--- config.mk ---
export PLATFORM = sky130hd
export DESIGN_NAME = plb_lookup_stage
export DESIGN_NICKNAME = d
export VERILOG_FILES = /design/src/rtl/plb_lookup_stage.sv
export SDC_FILE = /design/constraint.sdc
export NUM_CORES = 2
export LEC_CHECK = 0
export CORE_ASPECT_RATIO = 0.5
export CORE_MARGIN = 8
export CORE_UTILIZATION = 64
export DETAILED_ROUTE_END_ITERATION = 6
export GPL_TIMING_DRIVEN = 0
export HOLD_SLACK_MARGIN = 0.03
export PLACE_DENSITY = 0.86
export SYNTH_ARGS = -nofsm -noshare
export SYNTH_HDL_FRONTEND = slang
export SYNTH_SLANG_ARGS = --single-unit
export TNS_END_PERCENT = 5
--- constraint.sdc ---
create_clock -name clk_i -period 16.91 [get_ports clk_i]
set_clock_uncertainty 0.1 [all_clocks]
set_input_delay 3.382 -clock clk_i [delete_from_list [all_inputs] [get_ports clk_i]]
set_output_delay 3.382 -clock clk_i [all_outputs]
set_load 0.01 [all_outputs]
--- src/rtl/plb_lookup_stage.sv ---
// plb_lookup_stage
// ----------------
// Protection Lookaside Buffer (PLB) lookup stage of the MPT walker. Each
// accepted transaction (SPA, SDID, access type) is matched against a small
// fully-associative PLB. One registered result per transaction is produced:
// a hit carrying an allow/deny decision, or a miss for the walking stages.
// The walking stages refill the PLB through the refill port; flush_i
// invalidates every entry and drops the output register.
//
// Optional feature (macro PLB_PERF_COUNTERS_EN): adds saturating 32-bit
// hit/miss counters (hit_count_o, miss_count_o) that count transferred results.
//
// Ports:
//   clk_i, rst_ni          clock, asynchronous active-low reset
//   flush_i                invalidate PLB, drop output register
//   s_valid_i / s_ready_o  input handshake
//   s_spa_i, s_sdid_i, s_access_i   lookup request (access 0=r,1=w,2=x,3=rsvd)
//   m_valid_o / m_ready_i  output handshake
//   m_spa_o, m_sdid_o, m_access_o   registered copy of the request
//   m_hit_o, m_allow_o     lookup result (allow meaningful only on hit)
//   refill_valid_i, refill_spa_i, refill_sdid_i, refill_perm_i {x,w,r}
//   hit_count_o, miss_count_o       (PLB_PERF_COUNTERS_EN only)
//
// Handshake: strict valid/ready. A transfer happens on a rising edge where
// valid && ready. The producer holds valid and payload stable until the
// transfer; ready may depend combinationally on the consumer's ready.

module plb_lookup_stage #(
    parameter int SPA_WIDTH   = 56,
    parameter int SDID_WIDTH  = 6,
    parameter int PLB_ENTRIES = 8,
    parameter int PAGE_SHIFT  = 12
) (
    input  logic                  clk_i,
    input  logic                  rst_ni,
    input  logic                  flush_i,
    input  logic                  s_valid_i,
    output logic                  s_ready_o,
    input  logic [SPA_WIDTH-1:0]  s_spa_i,
    input  logic [SDID_WIDTH-1:0] s_sdid_i,
    input  logic [1:0]            s_access_i,
    output logic                  m_valid_o,
    input  logic                  m_ready_i,
    output logic [SPA_WIDTH-1:0]  m_spa_o,
    output logic [SDID_WIDTH-1:0] m_sdid_o,
    output logic [1:0]            m_access_o,
    output logic                  m_hit_o,
    output logic                  m_allow_o,
    input  logic                  refill_valid_i,
    input  logic [SPA_WIDTH-1:0]  refill_spa_i,
    input  logic [SDID_WIDTH-1:0] refill_sdid_i,
    input  logic [2:0]            refill_perm_i
`ifdef PLB_PERF_COUNTERS_EN
    ,
    output logic [31:0]           hit_count_o,
    output logic [31:0]           miss_count_o
`endif
);

    localparam int VPN_W = SPA_WIDTH - PAGE_SHIFT;
    localparam int TAG_W = VPN_W + SDID_WIDTH;
    localparam int IDX_W = $clog2(PLB_ENTRIES);

    // PLB storage. Only valid bits and the pointer need reset; tag and
    // permission contents are qualified by the valid bit.
    logic [PLB_ENTRIES-1:0] valid_q;
    logic [TAG_W-1:0]       tag_q  [PLB_ENTRIES];
    logic [2:0]             perm_q [PLB_ENTRIES];
    logic [IDX_W-1:0]       ptr_q;

    logic [TAG_W-1:0] lk_tag;
    logic [TAG_W-1:0] rf_tag;
    logic             lk_hit;
    logic [2:0]       lk_perm;
    logic             lk_allow;
    logic             rf_hit;
    logic [IDX_W-1:0] rf_idx;
    logic             refill_we;

    // Page-offset bits of the refill address carry no information.
    logic unused_refill_offset;
    assign unused_refill_offset = ^refill_spa_i[PAGE_SHIFT-1:0];

    assign lk_tag    = {s_spa_i[SPA_WIDTH-1:PAGE_SHIFT], s_sdid_i};
    assign rf_tag    = {refill_spa_i[SPA_WIDTH-1:PAGE_SHIFT], refill_sdid_i};
    assign refill_we = refill_valid_i && !flush_i;

    // Lookup. Refill never creates duplicate tags, so at most one entry
    // matches and OR-ing the permissions of matching entries selects it.
    always_comb begin
        lk_hit  = 1'b0;
        lk_perm = 3'b000;
        for (int i = 0; i < PLB_ENTRIES; i++) begin
            if (valid_q[i] && (tag_q[i] == lk_tag)) begin
                lk_hit  = 1'b1;
                lk_perm = lk_perm | perm_q[i];
            end
        end
    end

    always_comb begin
        lk_allow = 1'b0;
        case (s_access_i)
            2'd0:    lk_allow = lk_perm[0];
            2'd1:    lk_allow = lk_perm[1];
            2'd2:    lk_allow = lk_perm[2];
            default: lk_allow = 1'b0;
        endcase
    end

    // Refill tag match: an existing entry is updated in place.
    always_comb begin
        rf_hit = 1'b0;
        rf_idx = '0;
        for (int i = 0; i < PLB_ENTRIES; i++) begin
            if (valid_q[i] && (tag_q[i] == rf_tag)) begin
                rf_hit = 1'b1;
                rf_idx = IDX_W'(i);
            end
        end
    end

    // Valid bits and round-robin replacement pointer. Flush wins over refill.
    always_ff @(posedge clk_i or negedge rst_ni) begin
        if (!rst_ni) begin
            valid_q <= '0;
            ptr_q   <= '0;
        end else if (flush_i) begin
            valid_q <= '0;
            ptr_q   <= '0;
        end else if (refill_valid_i && !rf_hit) begin
            valid_q[ptr_q] <= 1'b1;
            ptr_q          <= ptr_q + {{(IDX_W-1){1'b0}}, 1'b1};
        end
    end

    always_ff @(posedge clk_i) begin
        if (refill_we) begin
            if (rf_hit) begin
                perm_q[rf_idx] <= refill_perm_i;
            end else begin
                tag_q[ptr_q]  <= rf_tag;
                perm_q[ptr_q] <= refill_perm_i;
            end
        end
    end

    // Output register. Input is refused during a flush cycle.
    assign s_ready_o = !flush_i && (!m_valid_o || m_ready_i);

    always_ff @(posedge clk_i or negedge rst_ni) begin
        if (!rst_ni) begin
            m_valid_o  <= 1'b0;
            m_hit_o    <= 1'b0;
            m_allow_o  <= 1'b0;
            m_spa_o    <= '0;
            m_sdid_o   <= '0;
            m_access_o <= 2'd0;
        end else if (flush_i) begin
            m_valid_o <= 1'b0;
            m_hit_o   <= 1'b0;
            m_allow_o <= 1'b0;
        end else if (s_ready_o) begin
            m_valid_o <= s_valid_i;
            if (s_valid_i) begin
                m_spa_o    <= s_spa_i;
                m_sdid_o   <= s_sdid_i;
                m_access_o <= s_access_i;
                m_hit_o    <= lk_hit;
                m_allow_o  <= lk_hit && lk_allow;
            end
        end
    end

`ifdef PLB_PERF_COUNTERS_EN
    logic xfer_out;
    assign xfer_out = m_valid_o && m_ready_i;

    always_ff @(posedge clk_i or negedge rst_ni) begin
        if (!rst_ni) begin
            hit_count_o  <= '0;
            miss_count_o <= '0;
        end else if (flush_i) begin
            hit_count_o  <= '0;
            miss_count_o <= '0;
        end else if (xfer_out) begin
            if (m_hit_o) begin
                if (hit_count_o != 32'hFFFF_FFFF) hit_count_o <= hit_count_o + 32'd1;
            end else begin
                if (miss_count_o != 32'hFFFF_FFFF) miss_count_o <= miss_count_o + 32'd1;
            end
        end
    end
`endif

endmodule

* Word-level counts from Yosys, hierarchy flattened
Memory sizes are Yosys's and may differ from the RTL's. Index checks and enable logic that the tools add are counted.
Storage, ports and cells: memories kept 2, bits in writable memories 424, register bits 78, input port bits 135, logic and storage cells 127, output and inout bits 68
Memories:
- tag_q | depth 8, width 50, read ports 8, clocked after Yosys merged registers in 0, wr ports 1, line 67 | logic [TAG_W-1:0] tag_q [PLB_ENTRIES];
- perm_q | depth 8, width 3, read ports 8, clocked after Yosys merged registers in 0, wr ports 1, line 68 | logic [2:0] perm_q [PLB_ENTRIES];
Cells by class: magnitude comparators 2, bitwise gates (word level) 9, eq/ne operators 18, reductions and logical operators 32, muxes and demuxes 55, add/sub/neg operators 1
Operators with widths (number):
- $eq A50 B50 Y1 | 16
- $mux W3 | 18
- $mux W1 | 33
- $logic_and A1 B1 Y1 | 21
- $or A3 B3 Y3 | 7
- $mux W8 | 2
- $or A8 B8 Y8 | 1
- $reduce_bool A2 Y1 | 3
- $lt A3 B4 Y1 const B | 1
- $add A3 B1 Y3 const B | 1
- $demux W1 S3 | 1
- $ge A3 B1 Y1 const B | 1
- $logic_not A1 Y1 | 3
- $pmux W1 S3 | 1
- $reduce_and A3 Y1 | 1
- $reduce_or A3 Y1 | 1
- $eq A2 B1 Y1 const B | 1
- $eq A2 B2 Y1 const B | 1
- $logic_not A2 Y1 | 1
- $reduce_and A2 Y1 | 1
- $logic_or A1 B1 Y1 | 1
- $not A1 Y1 | 1

* Logic depth before layout (Yosys ltp)
An unclocked memory read counts as a cell.
depth in word-level cells 23, depth in mapped cells 11

* Worst setup path after synthesis
No wires, ideal clock.
path type input to register, from input port refill_spa_i[12], to memory tag_q[0][0] (netlist bit), enable pin, slack 7.979 ns, buffers on the path 2, stages on the path 10, data arrival time 8.310 ns, path through buf_2 > xor2_1 > nor4_1 > nand4_1 > nor4_1 > o21bai_2 > nor4_2 > nand2b_1 > buf_6 > nor3_1
On the way: word-level cells in the longest chain between the ends 13, elaborated cells on any way between the ends 27, classes of those cells eq/ne: 8; mux: 11; reduce/logical: 8
Ends and longest elaborated chain:
- from (decl) | line 50 | input logic [SPA_WIDTH-1:0] refill_spa_i,
- $eq A50 B50 Y1 | line 116 | if (valid_q[i] && (tag_q[i] == rf_tag)) begin
- $logic_and A1 B1 Y1 | line 116
- $mux W1 (7 in series) | line 116
- $mux W1 * | line 116
- $mux W1 * | line 139 | if (rf_hit) begin
- $mux W1 * | line 138 | if (refill_we) begin
- $mux W1 (implied by the code) * | line 142 | tag_q[ptr_q] <= rf_tag;
- to (decl) | line 67
Every way passes the cells marked *; elsewhere a longest branch is shown, timed or not.

* Worst setup path in the final report
from input port refill_spa_i[24], to memory tag_q[1][22] (netlist bit), enable pin
Same word-level chain as after synthesis.

==> metrics.yaml <==
synth_top_family_by_area: "XOR/XNOR gates"
clk_path_buf_depth: 3
synth_cell_type_count: 63
antenna_found_initial: 10
yosys-mux-area-fraction: 0.0202
grt_first_pass_wirelength_um: 155000
ys_warn_count: 0
synth_compound_area_frac: 0.0350
synth_area_leaders: "edfxtp_1 50%, xnor2_1 15%, xor2_1 11%, dfrtp_1 7.6%, nand4_1 3.0%"
hpwlAfterDp_um: 91400
setup_viol: 0
ys_seq_area_frac: 0.573
rr_startpoint: "tag_q[5][18]$_DFFE_PP_"
max_stage_delay_ns: 1.40
row_count: 51
vias: 20500
hold_buffers: 0
gr-total-overflow: 0
cap_violations: 5
cts_buffers: 44
startpoint_type: "primary input"
critPathCaptureType: "flop"
async_flop_share: 0.155
p_clk_frac: 0.364
nNetsFinal: 2279
cts_tree: "done"
dieArea_um2: 47100
period_needed_ns: 9.24
fillers: 2553
crit_type: "primary input to flop"
routed_wl_um: 120000
hold_viol: 0
worstSkewPairLatency_ns: 0.59
clkSinkCount: 502
seq_area_um2: 14700
drc: 125
max_freq_ghz: 0.108
cts_root_buf: "clkbuf_16"
synth_fa_ha_area_frac: 0.000488
grt_pass1_vias: 18600
rsz0062_at_grt: "false"
netlist_instances: 1936
worst_slack_ns: 7.67
crit_start: "refill_spa_i[24]"
ant_nets: 0
yosys.area_share.simple: 0.0855
p_seq_frac: 0.483
post_drt_wl_per_cell_um: 44.1
viasPerCell: 7.56
first_pass_iters: 7
leakage_nw: 9.87
syn_area_um2: 25600
die_h_um: 157
p_int_mw: 2.11
clk_pin_slew_ns: 0.07
hold_path_class: "flop to flop"
fin_setup_tns_ns: 0
cp_cell_sequence: "clkdlybuf4s50_1 -> buf_2 -> xor2_1 -> nor4_1 -> nand4_1 -> or4bb_1 -> nand2_1 -> nor4_2 -> nand2_1 -> nor3_2 -> buf_8 -> buf_6 -> buf_6"
violations: "design-rule violations, max-capacitance violations, max-slew violations"
cp_num_buf_inv: 5
fin_crit_sh: 0.546
p_total_mw: 2.93
critPathRequiredTime_ns: 17.14
peakVddDrop_uv: 117
slew_violations: 8
slew_headroom: -0.163
floorplan.core_area_um2: 39200
synth_xor_area_frac: 0.254
drive_gt1_frac: 0.128
final_common_cell: "xnor2_1"
htreeDepth: 2
layout_common_cells: "426 x xnor2_1, 424 x edfxtp_1, 317 x xor2_1"
grt_usage: 0.492
crit_family: "simple AND/OR/NAND/NOR gates"
p_comb_frac: 0.153
grt_max_degree: 72
synth_top_area_frac: 0.497
io_buffer_count: 139
cp.arrival_ns: 9.47
post_cts_buffers: 0
gp_congestion: 1.22
multiInputGateArea_um2: 10200
synth_area_leader_cell: "edfxtp_1"
synth_ff_type: "edfxtp_1"
netSwitchingPower_mw: 0.821
tightestPinTransition_ns: 1.73
reg2reg_slack_ns: 11.46
p_per_area_nw_per_um2: 99.1
die_w_um: 299
crit_fanout: 11
syn2layout_area_growth_pct: 15.5
holdCritStartpoint: "m_spa_o[39]$_DFFE_PN0P_"
drtIter0Drc: 4774
avgSynthCellArea_um2: 13.2
synth_seq_cells: 502
status: "complete, but fails checks"
post_cts_resized: 0
initial_utilization: 0.654
synth_nets: 2072
synth_edf_count: 424
io_pins: 203
switching_share: 0.280
worst_path_max_delay_cell: "nor4_1"
post-place-ws_ns: 7.57
==> per-stage QoR <==
step	std cells	area (um2)	util	hold WS, ns
2_1_floorplan	1936	25600	-	0.394
3_3_place_gp	2605	27700	0.706	0.363
3_5_place_dp	2627	28100	0.717	0.379
4_1_cts	2706	29500	0.754	0.395
5_1_grt	2709	29600	0.755	0.421
6_report	2715	29600	0.755	0.394
==> cell families (layout without fill, tap and decap cells) <==
logic type / after synthesis / after routing
compound gates: 115 / 115
mux: 46 / 46
flops: 502 / 502
fa+ha+maj: 1 / 1
other cells: 0 / 9
xor+xnor: 743 / 743
buf+inv: 167 / 407
simple gates: 362 / 362
==> layout make-up <==
cell class,count,area share
diodes,9,0.000761
repair buffers,161,0.0600
flip-flops and latches,502,0.496
clock buffers,52,0.0400
plain buffers,112,0.0203
inverters,55,0.00698
multi-input cells,1267,0.345
clock inverters,27,0.00854
well taps,530,0.0224
==> power by group through the flow <==
stage | combinational [mW] | clock, mW | sequential [mW]
detailed placement | 0.413 | 0 | 1.44
finish | 0.450 | 1.07 | 1.41
global placement | 0.403 | 0 | 1.44
floorplan | 0.177 | 0 | 1.45
CTS | 0.416 | 1.04 | 1.41
global route | 0.440 | 1.09 | 1.42
==> final timing paths <==
kind	endpoint	cells past startpoint
min	m_spa_o[39]$_DFFE_PN0P_	2
min reg2reg	m_spa_o[39]$_DFFE_PN0P_	2
max in group asynchronous	m_spa_o[52]$_DFFE_PN0P_	2
max reg2reg	tag_q[1][22]$_DFFE_PP_	11
min in group asynchronous	m_spa_o[44]$_DFFE_PN0P_	1
max	tag_q[1][22]$_DFFE_PP_	13
==> layer usage <==
metal | routed length, um | track usage | part of all wire
met2 | 43200 | 0.619 | 0.36
met3 | 27700 | 0.405 | 0.23
met4 | 7400 | 0.201 | 0.062
met5 | 1420 | 0.203 | 0.012
met1 | 40100 | 0.583 | 0.33
==> registers in the layout, summed over array words and instances, names as in the netlist <==
name / count
m_spa_o: 56
ptr_q: 3
m_valid_o: 1
m_allow_o: 1
m_hit_o: 1
m_access_o: 2
m_sdid_o: 6
perm_q: 24
tag_q: 400
valid_q: 8
==> Yosys cell counts (14+ instances only) <==
master / count
nand2_1: 38
nor2_1: 20
clkbuf_1: 18
xnor2_1: 426
mux2_2: 45
edfxtp_1: 424
inv_1: 41
o22ai_1: 20
nand3_1: 14
nor4_1: 97
buf_2: 78
dfrtp_1: 78
o21ai_0: 23
nor3_1: 19
inv_2: 14
xor2_1: 317
nand4_1: 122
nor2b_1: 16
==> worst register-to-register path, stage by stage (launching register included) <==
cell      delay, ns
edfxtp_1       0.45
xor2_1         0.22
nor4_1         1.41
nand4_1        0.74
or4bb_1        0.71
nand2_1        0.25
nor4_2         0.13
nand2_1        0.39
nor3_2         0.24
buf_8          0.21
buf_6          0.17
buf_6          0.17
Power figures use the tool's default switching activity.
